File: src/rtl/vsdserializer_pkg.sv
// Shared types and helpers for the serializer front-end arbiter.
//   state_t    : FSM encoding (IDLE / LOAD / SHIFT / GAP)
//   WORD_W_DEF : default serializer word width
//   cnt_width  : width needed for the bit and gap counters
package vsdserializer_pkg;

   typedef enum logic [1:0] {
      ST_IDLE  = 2'd0,
      ST_LOAD  = 2'd1,
      ST_SHIFT = 2'd2,
      ST_GAP   = 2'd3
   } state_t;

   localparam int WORD_W_DEF = 10;

   // Both counters share one width: bit_cnt reaches WORD_W-1, gap_cnt reaches GAP_CYCLES-1.
   function automatic int cnt_width(input int word_w, input int gap_cycles);
      int span;
      span = (word_w > gap_cycles) ? word_w : gap_cycles;
      return (span > 1) ? $clog2(span) : 1;
   endfunction

endpackage

File: src/rtl/vsd_rr_arbiter.sv
// Combinational rotating-priority arbiter.
//   req       : per-requester request
//   ptr       : highest-priority index this cycle
//   enable    : when low no grant is issued
//   grant     : one-hot grant
//   grant_idx : index of the granted requester
//   any_grant : a grant was issued
module vsd_rr_arbiter #(
   parameter int NUM_REQ = 4,
   parameter int IDX_W   = $clog2(NUM_REQ)
) (
   input  logic [NUM_REQ-1:0] req,
   input  logic [IDX_W-1:0]   ptr,
   input  logic               enable,
   output logic [NUM_REQ-1:0] grant,
   output logic [IDX_W-1:0]   grant_idx,
   output logic               any_grant
);

   logic [IDX_W-1:0] idx;

   always_comb begin
      grant     = '0;
      grant_idx = '0;
      any_grant = 1'b0;
      idx       = '0;
      for (int k = 0; k < NUM_REQ; k++) begin
         idx = IDX_W'((int'(ptr) + k) % NUM_REQ);
         if (enable && !any_grant && req[idx]) begin
            any_grant  = 1'b1;
            grant[idx] = 1'b1;
            grant_idx  = idx;
         end
      end
   end

endmodule

File: src/rtl/vsdserializer_arbiter.sv
// Round-robin scheduler feeding one parallel-in/serial-out serializer.
//   clk, rst_n : clock, synchronous active-low reset
//   en         : arbitration enable (word in flight always completes)
//   req_valid  : per-requester word valid
//   req_data   : packed words, requester i at [i*WORD_W +: WORD_W]
//   req_ready  : one-hot combinational acknowledge
//   ser_load   : one-cycle load strobe to the serializer
//   ser_data   : registered word to the serializer INPUT
//   ser_busy   : serializer emitting a word
//   grant_id   : owner of the current/last word
//   frame_done : pulse in the last bit cycle of a word
//
// state | meaning
// IDLE  | waiting for a valid requester with en=1
// LOAD  | ser_load pulse, first bit cycle
// SHIFT | remaining WORD_W-1 bit cycles; last one may re-arbitrate if no gap
// GAP   | forced idle of GAP_CYCLES cycles, no handshakes
module vsdserializer_arbiter
   import vsdserializer_pkg::*;
#(
   parameter int NUM_REQ    = 4,
   parameter int WORD_W     = WORD_W_DEF,
   parameter int GAP_CYCLES = 0
) (
   input  logic                        clk,
   input  logic                        rst_n,
   input  logic                        en,
   input  logic [NUM_REQ-1:0]          req_valid,
   input  logic [NUM_REQ*WORD_W-1:0]   req_data,
   output logic [NUM_REQ-1:0]          req_ready,
   output logic                        ser_load,
   output logic [WORD_W-1:0]           ser_data,
   output logic                        ser_busy,
   output logic [$clog2(NUM_REQ)-1:0]  grant_id,
   output logic                        frame_done
);

   localparam int IDX_W = $clog2(NUM_REQ);
   localparam int CW    = cnt_width(WORD_W, GAP_CYCLES);

   state_t            state_q, state_d;
   logic [CW-1:0]     bit_cnt_q, bit_cnt_d;
   logic [CW-1:0]     gap_cnt_q, gap_cnt_d;
   logic [IDX_W-1:0]  rr_ptr_q, rr_ptr_d;
   logic              ser_load_q, ser_load_d;
   logic [WORD_W-1:0] ser_data_q, ser_data_d;
   logic              ser_busy_q, ser_busy_d;
   logic [IDX_W-1:0]  grant_id_q, grant_id_d;
   logic              frame_done_q, frame_done_d;

   logic              last_bit;
   logic              win;
   logic              hs;
   logic [IDX_W-1:0]  arb_idx;
   logic [WORD_W-1:0] sel_word;

   assign last_bit = (state_q == ST_SHIFT) && (bit_cnt_q == CW'(WORD_W - 1));
   // Back-to-back re-arbitration on the last bit only when no gap is configured.
   assign win = rst_n && en &&
                ((state_q == ST_IDLE) || (last_bit && (GAP_CYCLES == 0)));

   // The arbiter only grants a valid requester, so any grant is a handshake.
   vsd_rr_arbiter #(
      .NUM_REQ (NUM_REQ),
      .IDX_W   (IDX_W)
   ) u_arb (
      .req       (req_valid),
      .ptr       (rr_ptr_q),
      .enable    (win),
      .grant     (req_ready),
      .grant_idx (arb_idx),
      .any_grant (hs)
   );

   always_comb begin
      sel_word = '0;
      for (int i = 0; i < NUM_REQ; i++) begin
         if (arb_idx == IDX_W'(i)) sel_word = req_data[i*WORD_W +: WORD_W];
      end
   end

   always_comb begin
      state_d    = state_q;
      bit_cnt_d  = bit_cnt_q;
      gap_cnt_d  = gap_cnt_q;
      rr_ptr_d   = rr_ptr_q;
      ser_data_d = ser_data_q;
      grant_id_d = grant_id_q;

      case (state_q)
         ST_IDLE: begin
            if (hs) state_d = ST_LOAD;
         end
         ST_LOAD: begin
            state_d   = ST_SHIFT;
            bit_cnt_d = CW'(1);
         end
         ST_SHIFT: begin
            if (last_bit) begin
               if (hs) begin
                  state_d = ST_LOAD;
               end else if (GAP_CYCLES > 0) begin
                  state_d   = ST_GAP;
                  gap_cnt_d = '0;
               end else begin
                  state_d = ST_IDLE;
               end
            end else begin
               bit_cnt_d = bit_cnt_q + 1'b1;
            end
         end
         ST_GAP: begin
            if (gap_cnt_q == CW'(GAP_CYCLES - 1)) state_d = ST_IDLE;
            else                                  gap_cnt_d = gap_cnt_q + 1'b1;
         end
         default: state_d = ST_IDLE;
      endcase

      if (hs) begin
         ser_data_d = sel_word;
         grant_id_d = arb_idx;
         rr_ptr_d   = (arb_idx == IDX_W'(NUM_REQ - 1)) ? '0 : arb_idx + 1'b1;
         bit_cnt_d  = '0;
      end

      // Outputs are registered from the next state so they line up with it.
      ser_load_d   = (state_d == ST_LOAD);
      ser_busy_d   = (state_d == ST_LOAD) || (state_d == ST_SHIFT);
      frame_done_d = (state_d == ST_SHIFT) && (bit_cnt_d == CW'(WORD_W - 1));
   end

   always_ff @(posedge clk) begin
      if (!rst_n) begin
         state_q      <= ST_IDLE;
         bit_cnt_q    <= '0;
         gap_cnt_q    <= '0;
         rr_ptr_q     <= '0;
         ser_load_q   <= 1'b0;
         ser_data_q   <= '0;
         ser_busy_q   <= 1'b0;
         grant_id_q   <= '0;
         frame_done_q <= 1'b0;
      end else begin
         state_q      <= state_d;
         bit_cnt_q    <= bit_cnt_d;
         gap_cnt_q    <= gap_cnt_d;
         rr_ptr_q     <= rr_ptr_d;
         ser_load_q   <= ser_load_d;
         ser_data_q   <= ser_data_d;
         ser_busy_q   <= ser_busy_d;
         grant_id_q   <= grant_id_d;
         frame_done_q <= frame_done_d;
      end
   end

   assign ser_load   = ser_load_q;
   assign ser_data   = ser_data_q;
   assign ser_busy   = ser_busy_q;
   assign grant_id   = grant_id_q;
   assign frame_done = frame_done_q;

endmodule

File: config.mk
export PLATFORM = sky130hd
export DESIGN_NAME = vsdserializer_arbiter
export DESIGN_NICKNAME = d
export VERILOG_FILES = /design/src/rtl/vsdserializer_pkg.sv /design/src/rtl/vsd_rr_arbiter.sv /design/src/rtl/vsdserializer_arbiter.sv
export SDC_FILE = /design/constraint.sdc
export NUM_CORES = 1
export LEC_CHECK = 0
export ABC_CLOCK_PERIOD_IN_PS = 3300
export CAP_MARGIN = 15
export CORE_AREA = 2 2 74 76
export CTS_CLUSTER_SIZE = 10
export DETAILED_ROUTE_END_ITERATION = 7
export DIE_AREA = 0 0 76 78
export PLACE_DENSITY = 0.75
export SLEW_MARGIN = 15
export SYNTH_ARGS = -nofsm -noshare
export SYNTH_HDL_FRONTEND = slang
export SYNTH_HIERARCHICAL = 1
export SYNTH_SLANG_ARGS = --single-unit
File: constraint.sdc
create_clock -name clk -period 3.3 [get_ports clk]
set_input_delay 0.495 -clock clk [delete_from_list [all_inputs] [get_ports clk]]
set_output_delay 0.495 -clock clk [all_outputs]
set_load 0.1 [all_outputs]
==> out/qor.yml, run 1 <==
timing:
  hold_viol_final: 0
  finalSetupViolations: 0
  fin_ws_ps: 209
  min_period_over_period_pct: 93.7
  slew_viol_final: 0
  rsz0062_at_grt: "no"
  fin_worst_skew_ps: 3.91
  slew_headroom_pct: 33.7
  max_freq_ghz: 0.324
  worst_pin_slew_ps: 992
  timing.hold.ws_ps: 501
  tns_ps: 0
  period_minus_slack_ps: 3090
clocking:
  cts_sinks: 27
  cts_tree: "built"
  ctsHoldBuffers: 0
  numCtsBuffers: 3
  cts_root_buf: "clkbuf_8"
  post_cts_buffers: 0
  cts_resized: 0
  path_clk_slew_ps: 90
  clk_path_buf_depth: 2
  clock_latency_ps: 270
  htreeDepth: 1
yosys:
  synthesis.nets: 325
  synth_seq_cells: 27
  synth_cells: 257
  synth-seq-area-share_pct: 25.3
  synth_area_leaders: "dfxtp_1, ha_1, inv_1, nand2_1, o21ai_0"
  avgSynthCellArea_sq_um: 8.32
  ys_async_sr_fraction_pct: 0
  yosysMostFrequentCell: "dfxtp_1"
  synth_edf_count: 0
  synth_warnings: 6
  synth_commonest_cells: "dfxtp_1, inv_1, nand2_1, ha_1, o21ai_0"
  synth_cell_types: 48
  synth_top_area_share_pct: 25.3
  synth_area_sq_um: 2140
  ys.flop_type: "dfxtp_1"
  synth_top_cell_by_area: "dfxtp_1"
final_layout:
  drive_above_1_share_pct: 16.1
  nNetsFinal: 398
  diodes: 0
  regArea_sq_um: 544
  multi_input_area_sq_um: 1500
  final_cell_area_sq_um: 3120
  final_core_util_pct: 61.9
  area_delta_synth_final_pct: 46.1
  fill_cells: 439
  finalNonFillerCells: 399
detailed_routing:
  via_per_inst: 5.22
  drc_errors: 0
  routed_wl_microns: 5390
  wl_per_cell_microns: 13.5
  drtPass1Iterations: 4
  drtIter0Drc: 112
  ant_nets: 0
  num_vias: 2083
critical_path:
  cp-start-kind: "input pin"
  cp-end-kind: "primary output"
  worstPathRequired_ps: 2800
  path_max_fanout: 5
  crit_type: "input pin to primary output"
  reg2reg_slack_ps: 270
  arrival_ps: 2600
die:
  start_util_pct: 42.4
  core.rowCount: 26
  io_pins: 66
  dieArea_sq_um: 5930
  die_height_microns: 78
  die_x_microns: 76
  core_sq_um: 5040
run_status:
  status: "complete, no violations"
grt:
  track_usage_pct: 18.9
  grt_max_degree: 25
  overflow: 0
  grt_pass1_vias: 2044
  grt_pass1_wl_microns: 9260
  antenna_found_initial: 0
placed_design:
  place_ws_ps: 21.7
  dpl.hpwl_microns: 4290
  portBuffers: 65
  place_area_sq_um: 3080
  gp_congestion: 0.838
  dp.cells: 395
flow_run:
  cap_violations: 0
power:
  power_density_nw_per_um2: 329
  total_power_mw: 1.03
  p_leak_nw: 1.21
  vdd_drop_max_uv: 267
min_path:
  min_path_type: "register to register"
## registers in the layout, summed over array words and instances (netlist names)
name and flops:
rr_ptr_q 2, ser_data 10, state_q 2, bit_cnt_q 4, grant_id 2, ser_busy 1
ser_load 1, frame_done 1, gap_cnt_q 4
## worst max-delay path, cell delays in order
cell	delay, ps
clkdlybuf4s50_1	470
buf_4	180
mux4_2	530
buf_4	180
a22oi_1	190
nor2b_1	70
a221o_1	300
buf_12	180
## kinds of logic (layout without fill, tap and decap cells)
group,count (synthesis),count (layout),synth area share [%]
AO/OA/AOI/OAI,80,80,26.2
AND/OR/NAND/NOR,71,71,18.4
multiplexers,13,13,8.19
adder cells (fa/ha/maj),21,21,12.3
flip-flops,27,27,25.3
XOR/XNOR,3,3,1.23
buffers and inverters,42,114,8.43
## final timing paths
path         depth (start not counted)    startpoint      endpoint
max                                  8  req_valid[0]  req_ready[1]
min                                  2  gap_cnt_q[1]  gap_cnt_q[1]
max reg2reg                         13   rr_ptr_q[0]   ser_data[0]
min reg2reg                          2  gap_cnt_q[1]  gap_cnt_q[1]
## layer usage
metal,up-vias,wire (microns),part of all wire (%),GRT usage (%)
li1,1075,-,-,-
met5,-,0,0,0
met4,0,46,0.85,4.36
met3,6,382,7.1,5.35
met1,941,2410,45,23.9
met2,61,2550,47,32.1
## cells in the final DEF (no fill, tap or decap), types with 4 or more instances in the layout
master / n
a221oi_2: 8
nor2_1: 7
clkdlybuf4s50_1: 61
nand3_1: 10
a211o_1: 8
inv_1: 23
dfxtp_1: 26
ha_1: 18
a221o_1: 4
buf_12: 5
a22oi_1: 4
nand2_1: 24
a21oi_1: 9
o21ai_0: 17
and2_1: 6
buf_4: 20
a31oi_1: 11
mux2i_1: 7
nor2b_1: 11
## power by group
| group | total, mW | internal, mW | switching, mW |
|---|---|---|---|
| sequential | 0.353 | 0.343 | 0.0100 |
| clock | 0.189 | 0.0866 | 0.102 |
| combinational | 0.485 | 0.206 | 0.279 |
| total | 1.03 | 0.636 | 0.391 |
## layout make-up
cell class	count	area share (%)
Clock buffer	4	1.44
Sequential cell	27	17.4
Multi-Input combinational cell	188	47.9
Inverter	24	2.88
Tap cell	70	2.80
Timing Repair Buffer	86	27.6
(Power assumes the default switching activity.)
==> run 2, diff against run 1 <==
--- a/config.mk
+++ b/config.mk
@@ -5,13 +5,15 @@
 export SDC_FILE = /design/constraint.sdc
 export NUM_CORES = 1
 export LEC_CHECK = 0
+export ABC_AREA = 1
 export ABC_CLOCK_PERIOD_IN_PS = 3300
 export CAP_MARGIN = 15
 export CORE_AREA = 2 2 74 76
 export CTS_CLUSTER_SIZE = 10
 export DETAILED_ROUTE_END_ITERATION = 7
 export DIE_AREA = 0 0 76 78
-export PLACE_DENSITY = 0.75
+export PLACE_DENSITY = 0.74
+export SKIP_LAST_GASP = 1
 export SLEW_MARGIN = 15
 export SYNTH_ARGS = -nofsm -noshare
 export SYNTH_HDL_FRONTEND = slang
==> out/qor.yml, run 2 <==
clocking:
  cts_resized: 0  # unchanged
  cts_sinks: 27  # unchanged
  htreeDepth: 1  # unchanged
  path_clk_slew_ps: 100  # about the same
  clk_path_buf_depth: 2  # unchanged
  clock_latency_ps: 270  # about the same
  numCtsBuffers: 3  # unchanged
  cts_tree: "built"
  cts_root_buf: "clkbuf_8"
  ctsHoldBuffers: 0  # unchanged
  post_cts_buffers: 0  # unchanged
timing:
  tns_ps: 0  # unchanged
  max_freq_ghz: 0.332  # +2.5%
  slew_headroom_pct: 32.9  # -0.77 points
  fin_ws_ps: 285  # +75.7 ps
  hold_viol_final: 0  # unchanged
  worst_pin_slew_ps: 1000  # +11.5 ps
  period_minus_slack_ps: 3010  # -75.7 ps
  min_period_over_period_pct: 91.4  # -2.3 points
  finalSetupViolations: 0  # unchanged
  slew_viol_final: 0  # unchanged
  fin_worst_skew_ps: 2.82  # -1.09 ps
power:
  power_density_nw_per_um2: 803  # +140%
  total_power_mw: 2.37  # +130%
  p_sw_mw: 1.36  # +250%
  swShare_pct: 57.2  # +19 points
  internal_power_mw: 1.02  # +60%
  vdd_drop_max_uv: 572  # +110%
  pwr-share-comb_pct: 72.8  # +26 points
  p_leak_nw: 1.32  # +9.4%
  seq_power_share_pct: 19.0  # -15 points
  pwr-share-clk_pct: 8.2  # -10 points
critical_path:
  worstPathRequired_ps: 3520  # +720 ps
  crit_top_cell: "nand2_1"
  path_max_fanout: 12  # +7
  cp-end-kind: "register"
  path_buf_inv: 3  # -1
  crit_family: "simple AND/OR/NAND/NOR gates"
  arrival_ps: 3230  # +630 ps
  crit_type: "register to register"
  crit_slowest_cell: "ha_1"
  cp-start-kind: "register"
  path_cells: "inv_1, ha_1, nand4_1, a21oi_1, buf_4, nand2_1, nor2_2, nand4_1, nand2_1, inv_1, ha_1, nor2_4, nand2_1, nand2_1, o211ai_1, a21oi_1"
  slowest_delay_ps: 380  # -150 ps
final_layout:
  nNetsFinal: 446  # +12%
  drive_above_1_share_pct: 12.5  # -3.6 points
  largest_register_ffs: 10  # unchanged
  area_delta_synth_final_pct: 40.5
  diodes: 0  # unchanged
  multi_input_area_sq_um: 1400  # -6.4%
  finalNonFillerCells: 447  # +12%
  final_cell_mix: "nand2_1, clkdlybuf4s50_1, a21oi_1"
  regArea_sq_um: 541  # -0.69%
  final_common_cell: "nand2_1"
  fill_cells: 474  # +8.0%
detailed_routing:
  via_per_inst: 5.12  # -2.0%
  drtIter0Drc: 68  # -39%
  num_vias: 2287  # +9.8%
  routed_wl_microns: 5770  # +7.1%
  ant_nets: 0  # unchanged
  wl_per_cell_microns: 12.9  # -4.4%
  drtPass1Iterations: 4  # unchanged
  drc_errors: 0  # unchanged
yosys:
  synth-seq-area-share_pct: 25.7  # +0.42 points
  synth_edf_count: 0  # unchanged
  synth_commonest_cells: "nand2_1, a21oi_1, dfxtp_1, inv_1, nor2_1"
  ys_async_sr_fraction_pct: 0  # unchanged
  synth_seq_cells: 27  # unchanged
  synth_top_cell_by_area: "dfxtp_1"
  synth_cell_types: 27  # -44%
  synth_warnings: 6  # unchanged
  synthesis.nets: 376  # +16%
  synth_area_sq_um: 2100  # -1.6%
  ys.flop_type: "dfxtp_1"
  synth_area_leaders: "dfxtp_1, nand2_1, ha_1, a21oi_1, inv_1"
  synth_cells: 308  # +20%
  synth_top_area_share_pct: 25.7  # +0.42 points
  yosysMostFrequentCell: "nand2_1"
  avgSynthCellArea_sq_um: 6.83  # -18%
min_path:
  min_path_type: "register to register"
grt:
  track_usage_pct: 19.6  # +0.73 points
  antenna_found_initial: 0  # unchanged
  overflow: 0  # unchanged
  grt_pass1_wl_microns: 9660  # +4.3%
  grt_pass1_vias: 2215  # +8.4%
  grt_max_degree: 21  # -16%
placed_design:
  dp.cells: 442  # +12%
  portBuffers: 65  # unchanged
  place_ws_ps: 136  # +114 ps
  gp_congestion: 0.917  # +9.4%
  dpl.hpwl_microns: 4490  # +4.5%
flow_run:
  cap_violations: 0  # unchanged
run_status:
  status: "complete, no violations"
die:
  core.rowCount: 26  # unchanged
  dieArea_sq_um: 5930  # unchanged
  start_util_pct: 41.7  # -0.69 points
  core_sq_um: 5040  # unchanged
  io_pins: 66  # unchanged
  die_x_microns: 76  # unchanged
  die_height_microns: 78  # unchanged
[run 2: layout make-up]
class / instances / area share (%)
inverter: 34 / 4.32
tap: 70 / 2.96
timing repair buffer: 73 / 25.4
sequential: 27 / 18.3
multi-input combinational: 239 / 47.4
clock inverter: 1 / 0.254
clock buffer: 3 / 1.40
[run 2: final timing paths]
path	from	endpoint	slack [ps]	cells after the start
hold / removal	gap_cnt_q[3]	gap_cnt_q[3]	460	1
setup reg to reg	state_q[0]	ser_data[8]	290	16
setup / recovery	state_q[0]	ser_data[8]	290	16
hold reg to reg	gap_cnt_q[3]	gap_cnt_q[3]	460	1
[run 2: metal layers]
layer	vias up	track usage [%]	share of wire, %
met3	12	4.53	6.2
met1	1033	21.6	43
met5	-	0	0
met4	0	6.36	1.6
met2	71	37.2	49
li1	1171	-	-
[run 2: stage by stage]
step / hold WS (ps) / util [%] / area [sq um]
after floorplan: 423 / - / 2100
after global placement: 443 / 57.4 / 2890
after detailed placement: 451 / 57.4 / 2890
after CTS: 465 / 58.3 / 2940
after global routing: 499 / 58.6 / 2960
final: 458 / 58.6 / 2960
[run 2: cells by family (layout without fill, tap and decap cells)]
kind of cell	count (synthesis)	in the layout	share of synthesized area, %
simple gates	145	146	34.7
buf+inv	43	111	8.39
compound gates	72	72	18.7
flops	27	27	25.7
fa+ha+maj	21	21	12.5
[run 2: power groups by stage]
stage                     clock network (mW)  logic, mW  registers (mW)
after floorplan                            0      0.862           0.861
after global placement                     0       1.67           0.456
after detailed placement                   0       1.69           0.456
after CTS                              0.206       1.69           0.451
after global routing                   0.211       1.88           0.459
final                                  0.194       1.73           0.451
